[config.mk]
export PLATFORM = sky130hd
export DESIGN_NAME = router_pkt_src_flat
export DESIGN_NICKNAME = d
export VERILOG_FILES = /design/src/rtl/router_pkt_src_if.sv /design/src/rtl/router_pkt_src.sv /design/src/flat_wrapper.sv
export SDC_FILE = /design/constraint.sdc
export NUM_CORES = 1
export LEC_CHECK = 0
export BUFFER_PORTS_ARGS = -buffer_cell sky130_fd_sc_hd__buf_2
export CAP_MARGIN = 20
export CELL_PAD_IN_SITES_DETAIL_PLACEMENT = 1
export CELL_PAD_IN_SITES_GLOBAL_PLACEMENT = 1
export CORE_ASPECT_RATIO = 1.25
export CORE_MARGIN = 5
export CORE_UTILIZATION = 30
export CTS_BUF_LIST = sky130_fd_sc_hd__clkbuf_8
export CTS_CLUSTER_SIZE = 30
export DETAILED_ROUTE_END_ITERATION = 8
export PLACE_DENSITY = 0.52
export SLEW_MARGIN = 0
export SYNTH_ARGS = -nofsm -noshare
export SYNTH_HDL_FRONTEND = slang
export SYNTH_SLANG_ARGS = --single-unit
[constraint.sdc]
create_clock -name clock -period 3.7 [get_ports clock]
set_input_delay 0.925 -clock clock [delete_from_list [all_inputs] [get_ports clock]]
set_output_delay 0.925 -clock clock [all_outputs]
set_load 0.01 [all_outputs]
[src/rtl/router_pkt_src_if.sv]
// Host-side command and payload handshake feeding router_pkt_src.
interface router_pkt_src_if;
  logic       cmd_valid;
  logic       cmd_ready;
  logic [1:0] cmd_addr;
  logic [5:0] cmd_len;
  logic       pld_valid;
  logic       pld_ready;
  logic [7:0] pld_data;

  modport master (output cmd_valid, cmd_addr, cmd_len, pld_valid, pld_data,
                  input  cmd_ready, pld_ready);
  modport slave  (input  cmd_valid, cmd_addr, cmd_len, pld_valid, pld_data,
                  output cmd_ready, pld_ready);
endinterface

[src/rtl/router_pkt_src.sv]
// Store-and-forward packet source: buffers a whole payload, then emits
// header / payload / parity to the 1x3 router and reports per-packet status.
module router_pkt_src #(
  parameter int GAP_CYCLES = 3,
  parameter int BUSY_TMO   = 255
) (
  input  logic            clock,
  input  logic            resetn,
  router_pkt_src_if.slave host,
  input  logic            busy,
  input  logic            err,
  output logic [7:0]      pkt_data,
  output logic            pkt_valid,
  output logic            pkt_done,
  output logic            pkt_err,
  output logic            bad_cmd,
  output logic            tmo
);
  localparam int              GW        = (GAP_CYCLES > 1) ? $clog2(GAP_CYCLES) : 1;
  localparam logic [GW-1:0]   GAP_LAST  = GW'(GAP_CYCLES - 1);
  localparam logic [7:0]      BUSY_LAST = 8'(BUSY_TMO - 1);

  typedef enum logic [2:0] {S_IDLE, S_LOAD, S_HDR, S_PLD, S_PAR, S_GAP} state_t;

  state_t        r_state;
  logic          r_cmd_ready;
  logic          r_pld_ready;
  logic [7:0]    r_pkt_data;
  logic          r_pkt_valid;
  logic          r_pkt_done;
  logic          r_pkt_err;
  logic          r_bad_cmd;
  logic          r_tmo;
  logic [1:0]    r_addr;
  logic [5:0]    r_len;
  logic [5:0]    r_wcnt;
  logic [5:0]    r_ridx;
  logic [7:0]    r_par;
  logic [7:0]    r_bcnt;
  logic [GW-1:0] r_gcnt;
  logic          r_flag;
  logic [7:0]    r_buf [64];

  logic       w_cmd_fire;
  logic       w_pld_fire;
  logic       w_cmd_bad;
  logic       w_tmo_hit;
  logic [5:0] w_len_m1;
  logic [5:0] w_ridx_nxt;
  logic [7:0] w_header;

  assign w_cmd_fire = host.cmd_valid & r_cmd_ready;
  assign w_pld_fire = host.pld_valid & r_pld_ready;
  assign w_cmd_bad  = (host.cmd_addr == 2'd3) || (host.cmd_len == 6'd0);
  assign w_tmo_hit  = busy && (r_bcnt == BUSY_LAST);
  assign w_len_m1   = r_len - 6'd1;
  assign w_ridx_nxt = r_ridx + 6'd1;
  assign w_header   = {r_len, r_addr};

  assign host.cmd_ready = r_cmd_ready;
  assign host.pld_ready = r_pld_ready;
  assign pkt_data       = r_pkt_data;
  assign pkt_valid      = r_pkt_valid;
  assign pkt_done       = r_pkt_done;
  assign pkt_err        = r_pkt_err;
  assign bad_cmd        = r_bad_cmd;
  assign tmo            = r_tmo;

  // NOTE: the payload buffer has no reset; every byte is written in LOAD
  // before it can be read, and leaving it out keeps it a plain RAM.
  always_ff @(posedge clock) begin
    if (r_state == S_LOAD && w_pld_fire) r_buf[r_wcnt] <= host.pld_data;
  end

  // NOTE: all state here uses non-blocking assignments so every register
  // sees pre-edge values, regardless of statement order.
  always_ff @(posedge clock) begin
    if (!resetn) begin
      r_state     <= S_IDLE;
      r_cmd_ready <= 1'b0;
      r_pld_ready <= 1'b0;
      r_pkt_data  <= 8'h00;
      r_pkt_valid <= 1'b0;
      r_pkt_done  <= 1'b0;
      r_pkt_err   <= 1'b0;
      r_bad_cmd   <= 1'b0;
      r_tmo       <= 1'b0;
      r_addr      <= '0;
      r_len       <= '0;
      r_wcnt      <= '0;
      r_ridx      <= '0;
      r_par       <= '0;
      r_bcnt      <= '0;
      r_gcnt      <= '0;
      r_flag      <= 1'b0;
    end else begin
      r_pkt_done <= 1'b0;
      r_pkt_err  <= 1'b0;
      r_bad_cmd  <= 1'b0;
      r_tmo      <= 1'b0;
      case (r_state)
        S_IDLE: begin
          r_cmd_ready <= 1'b1;
          if (w_cmd_fire) begin
            if (w_cmd_bad) begin
              r_bad_cmd <= 1'b1;
            end else begin
              r_addr      <= host.cmd_addr;
              r_len       <= host.cmd_len;
              r_par       <= {host.cmd_len, host.cmd_addr};
              r_wcnt      <= '0;
              r_cmd_ready <= 1'b0;
              r_pld_ready <= 1'b1;
              r_state     <= S_LOAD;
            end
          end
        end
        S_LOAD: begin
          if (w_pld_fire) begin
            r_par  <= r_par ^ host.pld_data;
            r_wcnt <= r_wcnt + 6'd1;
            if (r_wcnt == w_len_m1) begin
              r_pld_ready <= 1'b0;
              r_pkt_data  <= w_header;
              r_pkt_valid <= 1'b1;
              r_bcnt      <= '0;
              r_state     <= S_HDR;
            end
          end
        end
        S_HDR, S_PLD, S_PAR: begin
          if (w_tmo_hit) begin
            // Router stuck busy: drop the packet and report it as errored.
            r_tmo       <= 1'b1;
            r_pkt_valid <= 1'b0;
            r_pkt_data  <= 8'h00;
            r_bcnt      <= '0;
            r_flag      <= 1'b1;
            r_gcnt      <= '0;
            r_state     <= S_GAP;
          end else if (busy) begin
            r_bcnt <= r_bcnt + 8'd1;
          end else begin
            r_bcnt <= '0;
            if (r_state == S_HDR) begin
              r_pkt_data <= r_buf[0];
              r_ridx     <= '0;
              r_state    <= S_PLD;
            end else if (r_state == S_PLD) begin
              if (r_ridx == w_len_m1) begin
                r_pkt_data  <= r_par;
                r_pkt_valid <= 1'b0;
                r_state     <= S_PAR;
              end else begin
                r_ridx     <= w_ridx_nxt;
                r_pkt_data <= r_buf[w_ridx_nxt];
              end
            end else begin
              r_pkt_data <= 8'h00;
              r_flag     <= err;
              r_gcnt     <= '0;
              r_state    <= S_GAP;
            end
          end
        end
        S_GAP: begin
          r_flag <= r_flag | err;
          if (r_gcnt == GAP_LAST) begin
            r_pkt_done  <= 1'b1;
            r_pkt_err   <= r_flag | err;
            r_flag      <= 1'b0;
            r_gcnt      <= '0;
            r_cmd_ready <= 1'b1;
            r_state     <= S_IDLE;
          end else begin
            r_gcnt <= r_gcnt + 1'b1;
          end
        end
        default: r_state <= S_IDLE;
      endcase
    end
  end
endmodule

[src/flat_wrapper.sv]
// flat-port wrapper written by rule: the top's interface ports become plain ports
module router_pkt_src_flat 
#(
  parameter int GAP_CYCLES = 3,
  parameter int BUSY_TMO   = 255
)
  (clock, resetn, busy, err, pkt_data, pkt_valid, pkt_done, pkt_err, bad_cmd, tmo, host_cmd_valid, host_cmd_addr, host_cmd_len, host_pld_valid, host_pld_data, host_cmd_ready, host_pld_ready);
  router_pkt_src_if host_i ();
  input  logic clock;
  input  logic resetn;
  input  logic busy;
  input  logic err;
  output logic [7:0] pkt_data;
  output logic pkt_valid;
  output logic pkt_done;
  output logic pkt_err;
  output logic bad_cmd;
  output logic tmo;
  input wire logic [$bits(host_i.cmd_valid)-1:0] host_cmd_valid;
  input wire logic [$bits(host_i.cmd_addr)-1:0] host_cmd_addr;
  input wire logic [$bits(host_i.cmd_len)-1:0] host_cmd_len;
  input wire logic [$bits(host_i.pld_valid)-1:0] host_pld_valid;
  input wire logic [$bits(host_i.pld_data)-1:0] host_pld_data;
  output wire logic [$bits(host_i.cmd_ready)-1:0] host_cmd_ready;
  output wire logic [$bits(host_i.pld_ready)-1:0] host_pld_ready;
  assign host_i.cmd_valid = host_cmd_valid;
  assign host_i.cmd_addr = host_cmd_addr;
  assign host_i.cmd_len = host_cmd_len;
  assign host_i.pld_valid = host_pld_valid;
  assign host_i.pld_data = host_pld_data;
  assign host_cmd_ready = host_i.cmd_ready;
  assign host_pld_ready = host_i.pld_ready;
  router_pkt_src #(.GAP_CYCLES(GAP_CYCLES), .BUSY_TMO(BUSY_TMO)) u_core (.clock(clock), .resetn(resetn), .host(host_i), .busy(busy), .err(err), .pkt_data(pkt_data), .pkt_valid(pkt_valid), .pkt_done(pkt_done), .pkt_err(pkt_err), .bad_cmd(bad_cmd), .tmo(tmo));
endmodule
Word level (Yosys, flattened, before mapping). Memory sizes are Yosys's and may differ from the RTL's. Index checks and enable logic that the tools add are counted. W data, S select, Z words.

RAM bits: 512. Memories: 1. Word-level logic and storage cells: 145. Register bits after elaboration: 57. Bits of input ports: 22.

Memory list: u_core.r_buf (depth 64, width 8, read ports 2, clocked after memory_dff 0, wr ports 1, line router_pkt_src.sv:42) `logic [7:0] r_buf [64];`.

Mux-type cells: 68. Bitwise operators: 7. Add/sub/neg operators: 5. Equal/unequal tests: 22. Reductions and logical operators: 25.

Operators with widths (count): $mux W8 (14); $pmux W8 S2 (3); $mux W6 (6); $mux W3 (10); $mux W1 (23); $reduce_and A7 Y1 (2); $add A6 B1 Y6 const B (2); $eq A6 B6 Y1 (2); $pmux W3 S4 (1); $pmux W6 S2 (1); $reduce_and A3 Y1 (4); $reduce_and A4 Y1 (3); $mux W2 (5); $reduce_and A5 Y1 (2); $reduce_bool A2 Y1 (5); $ne A3 B2 Y1 const B (3); $add A8 B1 Y8 const B (1); $eq A8 B8 Y1 const B (1); $ne A2 B1 Y1 const B (4); $pmux W1 S2 (4); $xor A8 B8 Y8 (1); $eq A3 B2 Y1 const B (2); $eq A3 B3 Y1 const B (2); $logic_not A6 Y1 (1); 16 further kinds (25).

Logic depth before layout (Yosys ltp). Gate-level depths: netlist of run 1.

Word-level depth: 8. Gate-level depth with buffers: 12.

Worst setup path before layout of run 1. No wires, ideal clock.

Path kind: input to register. Start: in host_pld_valid. End: mem u_core.r_buf[61][0], enable pin. Arrival time: 2289 ps. Path slack: 1041 ps. Cell stages on the path: 6. Path through: nand2_1 or2_2 clkbuf_1 nor2_1 nand3_1 nor2_1.

Longest elaborated chain between the ends: 4.

RTL lines: start: declaration (line flat_wrapper.sv:22) `input wire logic [$bits(host_i.pld_valid)-1:0] host_pld_valid;`; $and A1 B1 Y1 (line router_pkt_src.sv:53) `assign w_pld_fire = host.pld_valid & r_pld_ready;`; $logic_and A1 B1 Y1 (line router_pkt_src.sv:72) `if (r_state == S_LOAD && w_pld_fire) r_buf[r_wcnt] <= host.pld_data;`; $mux W1 (line router_pkt_src.sv:72); $mux W1 (not written as such) (line router_pkt_src.sv:72); end: declaration (line router_pkt_src.sv:42).

No other way between the ends.

Worst setup path in the final report of run 1.
Start: reg u_core.r_ridx[1]. End: reg u_core.r_pkt_data[2] (netlist: u_core.pkt_data[2]).

Longest elaborated chain between the ends: 8.

RTL lines: start: declaration (line router_pkt_src.sv:37) `logic [5:0] r_ridx;`; start signal: assignment (line router_pkt_src.sv:155) `r_ridx <= w_ridx_nxt;`; $add A6 B1 Y6 (line router_pkt_src.sv:57) `assign w_ridx_nxt = r_ridx + 6'd1;`; $mem_v2 Z64 W8; $mux W8 * (line router_pkt_src.sv:150) `if (r_ridx == w_len_m1) begin`; $mux W8 * (line router_pkt_src.sv:149) `end else if (r_state == S_PLD) begin`; $mux W8 * (line router_pkt_src.sv:145) `if (r_state == S_HDR) begin`; $mux W8 * (line router_pkt_src.sv:141) `end else if (busy) begin`; $mux W8 * (line router_pkt_src.sv:132) `if (w_tmo_hit) begin`; $pmux W8 S2 * (line router_pkt_src.sv:101) `case (r_state)`; end signal: assignment (line router_pkt_src.sv:146) `r_pkt_data <= r_buf[0];`; end signal: assignment (line router_pkt_src.sv:151) `r_pkt_data <= r_par;`; end signal: assignment (line router_pkt_src.sv:156) `r_pkt_data <= r_buf[w_ridx_nxt];`; end: declaration (line router_pkt_src.sv:28) `logic [7:0] r_pkt_data;`.

Every way passes the cells marked *; elsewhere a longest branch is shown, timed or not. The select of a mux whose other input is x is not followed. A chain may end at the register's enable or synchronous reset.

==> results of run 1 <==
## cells in the final DEF, fill, tap and decap left out, types with 36 or more instances in the layout
cell type / synthesis / layout
edfxtp_1: 512 / 512
buf_4: 6 / 133
inv_1: 10 / 39
nor2_1: 122 / 122
buf_2: 31 / 36
clkbuf_8: 0 / 94
mux4_2: 84 / 84
dfxtp_1: 57 / 56
mux2i_1: 53 / 53
nand3_1: 78 / 78
nand2_1: 181 / 181
## synth_stat cells, drive strengths merged (15+ instances only)
master,instances
xnor2,15
mux4,84
dfxtp,57
o21ai,32
buf,45
nand3,78
a32oi,18
a31oi,20
nor2,123
nand2,181
clkbuf,50
edfxtp,512
nor2b,20
and2,15
a21oi,26
mux2i,53
## cell type report
class                   instances  area [um^2]
fillers                      8053        49900
diodes                          1         2.50
multi-input cells             858         6460
inverters                      10         37.5
repair buffers                180         1400
clock buffers                  94         1290
well taps                    1044         1310
clock inverters                76          362
flip-flops and latches        569        16500
## logic make-up (layout without fill, tap and decap cells)
logic type	Yosys count	count (layout)	synth area share, %
xor gates and xnor gates	29	29	1.12
AOI/OAI and AO/OA	183	183	5.49
buffers and inverters	105	360	1.98
DFF	569	569	70.6
and+or+nand+nor	498	498	9.91
other	0	1	0
muxes	143	143	10.6
adders and majority gates	5	5	0.267
## worst max-delay path, cell delays in order, from the launching register on
cell      delay, ns
dfxtp_1        0.38
ha_4           0.71
nor2b_2        0.31
buf_4          0.29
a32oi_1        0.27
a31oi_1        0.19
or4_1          0.58
o22a_1         0.20
o211ai_1       0.15
## final timing paths
kind | startpoint | endpoint | slack (ns)
hold / removal | err | u_core.pkt_err$_SDFF_PN0_ | 0.45
hold reg to reg | u_core.r_flag$_SDFFE_PN0P_ | u_core.pkt_err$_SDFF_PN0_ | 0.48
setup reg to reg | u_core.r_ridx[1]$_SDFFE_PN0P_ | u_core.pkt_data[2]$_SDFFE_PN0P_ | 0.51
setup / recovery | u_core.r_ridx[1]$_SDFFE_PN0P_ | u_core.pkt_data[2]$_SDFFE_PN0P_ | 0.51
## metal layers
layer | global-route usage, % | vias to the layer above | share of wire (%)
met5 | 0 | - | 0
met4 | 6.73 | 0 | 3.7
met3 | 2.61 | 120 | 3.6
met2 | 30.7 | 313 | 52
met1 | 20.4 | 7428 | 40
li1 | - | 6303 | -
## power by group through the flow
| stage | sequential (mW) | combinational (mW) | clock [mW] |
|---|---|---|---|
| 2_1_floorplan | 7.16 | 0.135 | 0 |
| 3_3_place_gp | 7.17 | 0.322 | 0 |
| 3_5_place_dp | 7.17 | 0.336 | 0 |
| 4_1_cts | 7.03 | 0.337 | 5.21 |
| 5_1_grt | 7.03 | 0.359 | 5.53 |
| 6_report | 7.03 | 0.327 | 5.02 |
## registers in the layout, summed over array words and instances, names as in the netlist, 2 cells and up
name,flops
u_core.r_ridx,6
u_core.r_len,6
u_core.r_buf,512
u_core.r_gcnt,2
u_core.r_addr,2
u_core.r_bcnt,8
u_core.r_par,8
u_core.r_wcnt,6
u_core.r_state,3
u_core.pkt_data,8
==> key figures, run 1 <==
Placement
  – Pre-CTS WS: 0.482 ns
  – Placed cell area: 0.0257 mm^2
  – PortBufs: 36
  – DP Cell Count: 2661
  – Dpl hpwl: 47800 um
  – RePlAce Congestion: 0.805

Synthesis
  – Cells after Synth: 1532
  – Mean Syn Cell Area: 15.3 um^2
  – Number of flops mapped to enable cells by yosys: 512
  – Fraction of registers with async set/reset: 0%
  – Mapped Area: 0.0234 mm^2
  – Main synth FF type: edfxtp_1
  – Synth top area cells: edfxtp_1, mux4_2, dfxtp_1
  – Yosys reg bits: 569
  – Largest area contributor in the synthesized netlist: edfxtp_1
  – Top-area cell type share of the netlist area: 65.7%
  – Distinct cells, synth: 66
  – Syn. warnings: 0
  – Sequential fraction of the synthesis area: 70.6%
  – Syn nets: 1559

GRT
  – Grt total ovfl: 0
  – First-pass GRT wire length: 105000 um
  – Largest net degree at the start of global routing: 77
  – Gr usage total: 17.0%
  – Vias in the first global route: 15.4k
  – Initial antenna violation count: 1

Detailed routing
  – Drt pass-1 iters: 5
  – DRC viols: 0
  – WL final: 71200 um
  – Post-route antenna net violation count: 0
  – DR WL/cell: 25.1 um
  – Via density: 5.00
  – Vias: 14.2k
  – Starting DRT DRC Count: 829

Job
  – Max cap viols: 0

Timing
  – Highest clock rate: 313 MHz
  – Setup TNS: 0 ns
  – Worst slew margin: 46.4%
  – Final max-slew violation count: 0
  – Slew @ Worst Pin: 0.804 ns
  – Final Skew: 0.0528 ns
  – Final Critical Period: 3.19 ns
  – Worst Slack Setup Final: 0.505 ns
  – RSZ-0062 raised after global routing: no
  – Fin. Hold Viols: 0
  – Final period utilization: 86.3%
  – Setup violators final: 0
  – Worst hold slack: 0.454 ns

Floorplanning
  – Die Y: 322 um
  – Core area: 0.0773 mm^2
  – Rows: 114
  – Die Area: 0.0837 mm^2
  – Initial Utilization: 30.3%
  – Num ports: 37
  – Die Wd: 260 um

Min path
  – Hold Path Depth: 2
  – Hold/Removal Path Class: in2reg

Power and ir drop
  – Worst vdd ir: 0.201 mV
  – Sw Ratio: 22.8%
  – Pleak: 8.83 nW
  – P_int: 9.55 mW
  – Power Density: 452 mW/mm^2
  – Clock group share of total power: 40.5%
  – Sequential power share: 56.8%
  – Comb pwr share: 2.6%
  – Power Total: 12.4 mW
  – Switching power: 2.83 mW

CTS
  – Root Driver: clkbuf_8
  – PostCTS Resize Cnt: 0
  – H-tree depth: 3
  – Cts hold-fix bufs: 0
  – Setup bufs post-CTS: 0
  – Clock slew at reported path FFs: 0.06 ns
  – Num CTS Buffers: 93
  – Clock tree from TritonCTS: built
  – Clk sinks: 569
  – Worst-Skew Late Latency: 0.72 ns
  – Clock buffer depth: 3

Critical path
  – Reg2Reg Depth: 8
  – CP Max Fanout: 28
  – Critical setup path kind: reg2reg
  – Worst setup EP type: register
  – Required @ worst endpoint: 4.33 ns
  – Nature of the critical path startpoint: register
  – Arrival time worst endpoint: 3.83 ns

Status
  – Status: complete, no violations

Final layout
  – Layout area overhead: 17.0%
  – Final nets: 1739
  – Util after Layout: 35.4%
  – Layout cells sized above 1: 22.3%
  – Non-Filler Instances: 2832
  – Post-route cell area: 0.0274 mm^2
No activity file was read; power rests on OpenSTA's default activity.
==> run 2: changes to the inputs <==
--- a/config.mk
+++ b/config.mk
@@ -14,3 +14,3 @@
 export CORE_UTILIZATION = 30
-export CTS_BUF_LIST = sky130_fd_sc_hd__clkbuf_8
+export CTS_BUF_LIST = sky130_fd_sc_hd__clkbuf_2
 export CTS_CLUSTER_SIZE = 30
==> constraint.sdc (replaced) <==
create_clock -name clock -period 3.7 [get_ports clock]
set_input_delay 0.74 -clock clock [delete_from_list [all_inputs] [get_ports clock]]
set_output_delay 0.74 -clock clock [all_outputs]
set_load 0.01 [all_outputs]
==> key figures, run 2 (synthesis results as in run 1) <==
Timing
  – Highest clock rate: 302 MHz
  – Final period utilization: 89.5%
  – Worst slew margin: 35.5%
  – Final max-slew violation count: 0
  – Final Skew: 0.121 ns
  – Setup TNS: 0 ns
  – RSZ-0062 raised after global routing: no
  – Worst Slack Setup Final: 0.390 ns
  – Worst hold slack: 0.178 ns
  – Setup violators final: 0
  – Fin. Hold Viols: 0
  – Final Critical Period: 3.31 ns
  – Slew @ Worst Pin: 0.968 ns

Power and ir drop
  – Worst vdd ir: 0.162 mV
  – Pleak: 8.91 nW
  – Power Total: 11.7 mW
  – Power Density: 430 mW/mm^2

Final layout
  – Layout cells sized above 1: 26.7%
  – Commonest non-fill, non-tap cells in the layout: edfxtp_1, clkbuf_2, nand2_1
  – Layout area overhead: 16.0%
  – Fillers: 8183
  – Final nets: 1809
  – Reg with most FFs: u_core.r_buf
  – Post-route cell area: 0.0271 mm^2
  – Non-Filler Instances: 2931
  – Largest register FFs: 512
  – Area of the multi-input gates: 0.00646 mm^2
  – Util after Layout: 35.1%
  – Flip-flop and latch area: 0.0165 mm^2
  – Commonest non-fill, non-tap cell in the layout: edfxtp_1

Status
  – Status: complete, no violations

Critical path
  – Critical setup path kind: reg2reg
  – CP Max Fanout: 34
  – Arrival time worst endpoint: 4.52 ns
  – Required @ worst endpoint: 4.91 ns
  – Reg-to-Reg End: u_core.pkt_data[0]$_SDFFE_PN0P_
  – Nature of the critical path startpoint: register
  – RR Startpoint: u_core.r_ridx[1]$_SDFFE_PN0P_
  – Worst Setup SP: u_core.r_ridx[1]$_SDFFE_PN0P_
  – Reg2Reg Depth: 8
  – R2R Setup Slk: 0.39 ns
  – Worst setup EP type: register

Floorplanning
  – Die Area: 0.0837 mm^2
  – Rows: 114
  – Num ports: 37
  – Core area: 0.0773 mm^2
  – Initial Utilization: 30.3%
  – Die Y: 322 um
  – Die Wd: 260 um

Placement
  – PortBufs: 36
  – Placed cell area: 0.0256 mm^2
  – Dpl hpwl: 48400 um
  – Pre-CTS WS: 0.366 ns
  – DP Cell Count: 2656
  – RePlAce Congestion: 0.803

GRT
  – Initial antenna violation count: 2
  – Grt total ovfl: 0
  – Gr usage total: 17.4%
  – Largest net degree at the start of global routing: 77
  – First-pass GRT wire length: 106000 um
  – Vias in the first global route: 15.8k

Min path
  – Hold path start: host_pld_data[3]
  – Hold worst-path end: u_core.r_buf[62][3]$_DFFE_PP_
  – Hold Path Depth: 1
  – Hold/Removal Path Class: in2reg

CTS
  – Clock tree from TritonCTS: built
  – H-tree depth: 4
  – Num CTS Buffers: 146
  – Clock buffer depth: 3
  – PostCTS Resize Cnt: 0
  – Worst-Skew Late Latency: 1.32 ns
  – Clk sinks: 569
  – Clock slew at reported path FFs: 0.11 ns
  – Root Driver: clkbuf_2

Detailed routing
  – Drt pass-1 iters: 5
  – DR WL/cell: 24.8 um
  – Post-route antenna net violation count: 0
  – Vias: 14.5k
  – DRC viols: 0
  – WL final: 72800 um
  – Via density: 4.95
  – Starting DRT DRC Count: 909

Job
  – Max cap viols: 0
-- run 2: cell count changes in the layout (fill, tap and decap cells not counted), sizes merged --
cell	before	now
diode	1	2
bufinv	1	3
inv	43	12
clkbuf	94	204
buf	180	175
dlygate4sd3	0	22
-- run 2: where the power goes --
part           internal, mW  total [mW]  switching, mW  leakage [nW]
Clock                  1.70        4.31           2.61         0.981
Sequential             7.00        7.02         0.0261          5.06
Combinational         0.108       0.345          0.237          2.87
Total                  8.80        11.7           2.87          8.91
-- run 2: repair_timing --
item | in CTS | in global routing
buffers inserted | 0 | 0
endpoints found under the hold margin | 250 | 0
hold buffers | 22 | 0
-- run 2: critical path: stages, from the launching register on --
cell,delay [ns]
dfxtp_1,0.39
ha_4,0.74
nor2b_2,0.10
buf_4,0.31
a32oi_1,0.43
a31oi_1,0.21
or4_1,0.63
o22a_1,0.23
o211ai_1,0.16
-- run 2: area by class of cell --
type	count	area share, %
Antenna cell	2	0.0184
Tap cell	1044	4.81
Timing Repair Buffer	197	5.55
Clock inverter	47	1.02
Clock buffer	204	3.76
Sequential cell	569	60.9
Multi-Input combinational cell	858	23.8
Inverter	10	0.138
-- run 2: worst max path at each step --
stage                                                  to  slack [ns]  depth (start not counted)
after detailed placement  u_core.pkt_data[0]$_SDFFE_PN0P_        0.37                          8
after CTS                 u_core.pkt_data[0]$_SDFFE_PN0P_        0.30                          8
final                     u_core.pkt_data[0]$_SDFFE_PN0P_        0.39                          8
after global placement    u_core.pkt_data[0]$_SDFFE_PN0P_        0.37                          8
after floorplan           u_core.pkt_data[7]$_SDFFE_PN0P_        1.10                         10
after global routing      u_core.pkt_data[4]$_SDFFE_PN0P_        0.19                         11
-- run 2: layer usage --
metal / global-route usage, % / up-vias / routed length (um)
li1: - / 6504 / -
met1: 20.6 / 7555 / 29600
met2: 31.3 / 321 / 38400
met3: 3.65 / 115 / 2700
met4: 6.41 / 0 / 2110
met5: 0 / - / 0
==> run 3: changes to the inputs <==
- CORE_MARGIN: 5 -> unset
==> key figures, run 3 (synthesis results as in run 1) <==
CTS
  – Setup bufs post-CTS: 0
  – Clock buffer depth: 3
  – H-tree depth: 4
  – PostCTS Resize Cnt: 0
  – Num CTS Buffers: 143
  – Worst-Skew Late Latency: 1.33 ns
  – Clock slew at reported path FFs: 0.09 ns
  – Clock tree from TritonCTS: built
  – Clk sinks: 569
  – Cts hold-fix bufs: 21
  – Root Driver: clkbuf_2

Power and ir drop
  – Sw Ratio: 24.1%
  – Sequential power share: 58.6%
  – Pleak: 8.88 nW
  – Switching power: 2.89 mW
  – P_int: 9.09 mW
  – Worst vdd ir: 0.217 mV
  – Clock group share of total power: 38.5%
  – Power Density: 441 mW/mm^2
  – Comb pwr share: 2.8%

Placement
  – Dpl hpwl: 45900 um
  – RePlAce Congestion: 0.801
  – Pre-CTS WS: 0.458 ns
  – PortBufs: 36

Critical path
  – Arrival time worst endpoint: 4.43 ns
  – Nature of the critical path startpoint: register
  – R2R Setup Slk: 0.51 ns
  – Slowest CP cell: ha_4
  – Critical setup path kind: reg2reg
  – CP Max Fanout: 37
  – Required @ worst endpoint: 4.94 ns
  – Reg2Reg Depth: 8
  – CP max stage delay: 0.77 ns
  – Worst setup EP type: register
  – Worst Setup SP: u_core.r_ridx[1]$_SDFFE_PN0P_
  – Reg-to-Reg End: u_core.pkt_data[3]$_SDFFE_PN0P_
  – Chain of cells forming the critical path: ha_4 -> nor2b_2 -> buf_4 -> a32oi_1 -> a31oi_1 -> or4_1 -> o22a_1 -> o211ai_1
  – RR Startpoint: u_core.r_ridx[1]$_SDFFE_PN0P_

Timing
  – Final max-slew violation count: 0
  – Highest clock rate: 313 MHz
  – RSZ-0062 raised after global routing: no
  – Final Critical Period: 3.19 ns
  – Final period utilization: 86.3%
  – Setup TNS: 0 ns
  – Worst slew margin: 34.3%
  – Final Skew: 0.0618 ns
  – Slew @ Worst Pin: 0.983 ns
  – Setup violators final: 0
  – Fin. Hold Viols: 0
  – Worst Slack Setup Final: 0.507 ns

Final layout
  – Commonest non-fill, non-tap cells in the layout: edfxtp_1, clkbuf_2, nand2_1
  – Layout cells sized above 1: 26.2%
  – Fillers: 8151
  – Largest register FFs: 512
  – Area of the multi-input gates: 0.00646 mm^2
  – Commonest non-fill, non-tap cell in the layout: edfxtp_1
  – Layout area overhead: 16.1%
  – Reg with most FFs: u_core.r_buf
  – Final nets: 1788
  – Flip-flop and latch area: 0.0165 mm^2

GRT
  – First-pass GRT wire length: 103000 um
  – Vias in the first global route: 15.6k
  – Initial antenna violation count: 3
  – Grt total ovfl: 0
  – Gr usage total: 18.1%
  – Largest net degree at the start of global routing: 77

Floorplanning
  – Core area: 0.0773 mm^2
  – Die Wd: 252 um
  – Initial Utilization: 30.3%
  – Die Y: 314 um
  – Num ports: 37
  – Rows: 114
  – Die Area: 0.0791 mm^2

Detailed routing
  – Post-route antenna net violation count: 0
  – DRC viols: 0
  – Vias: 14.4k
  – Via density: 4.93
  – DR WL/cell: 24.1 um
  – Starting DRT DRC Count: 993
  – WL final: 70100 um
  – Drt pass-1 iters: 5

Min path
  – Hold Path Depth: 4
  – Hold/Removal Path Class: in2reg
  – Hold worst-path end: u_core.r_len[4]$_SDFFE_PN0P_
  – Hold path start: host_cmd_len[4]

Status
  – Status: complete, no violations

Job
  – Max cap viols: 0
## run 3: how the worst max path moves through the flow
stage / end / cells after the start
after floorplan: u_core.pkt_data[7]$_SDFFE_PN0P_ / 10
after global placement: u_core.pkt_data[3]$_SDFFE_PN0P_ / 8
after detailed placement: u_core.pkt_data[3]$_SDFFE_PN0P_ / 8
after CTS: u_core.pkt_data[3]$_SDFFE_PN0P_ / 8
after global routing: u_core.pkt_data[3]$_SDFFE_PN0P_ / 8
final: u_core.pkt_data[3]$_SDFFE_PN0P_ / 8
## run 3: worst max-delay path: cells and delay by family, from the launching register on
kind	cells	cell delay [ns]
AND/OR/NAND/NOR	2	0.92
adder cells (fa/ha/maj)	1	0.77
AO/OA/AOI/OAI	4	0.73
flip-flops	1	0.40
buffers and inverters	1	0.29
## run 3: cell type report
class	instances	area share, %
well taps	1044	4.81
clock buffers	205	3.78
inverters	10	0.138
diodes	4	0.0368
repair buffers	179	5.23
clock inverters	47	1.45
flip-flops and latches	569	60.8
multi-input cells	858	23.8
## run 3: power groups by stage
stage          Sequential (mW)  Clock (mW)  Combinational [mW]
6_report                  7.02        4.62               0.340
5_1_grt                   7.02        5.09               0.373
4_1_cts                   7.02        4.84               0.345
3_5_place_dp              7.17           0               0.326
3_3_place_gp              7.17           0               0.315
2_1_floorplan             7.16           0               0.135
## run 3: metrics by stage
step           power, mW  area, um^2  instances  utilization, %  hold slack [ns]
4_1_cts             12.2       27100       2909            35.1           0.0498
3_3_place_gp        7.48       25500       2636            33.0            0.469
3_5_place_dp        7.49       25500       2636            33.0            0.481
6_report            12.0       27200       2916            35.1            0.272
2_1_floorplan       7.29       23400       1532               -            0.441
5_1_grt             12.5       27200       2916            35.1            0.138
## run 3: per-layer routing
layer  track usage (%)  wire length (um)  vias to the layer above
met5                 0                 0                        -
met3              3.81              2550                      114
met1              21.2             28600                     7476
met2              32.5             37300                      305
met4              6.28              1650                        0
li1                  -                 -                     6469
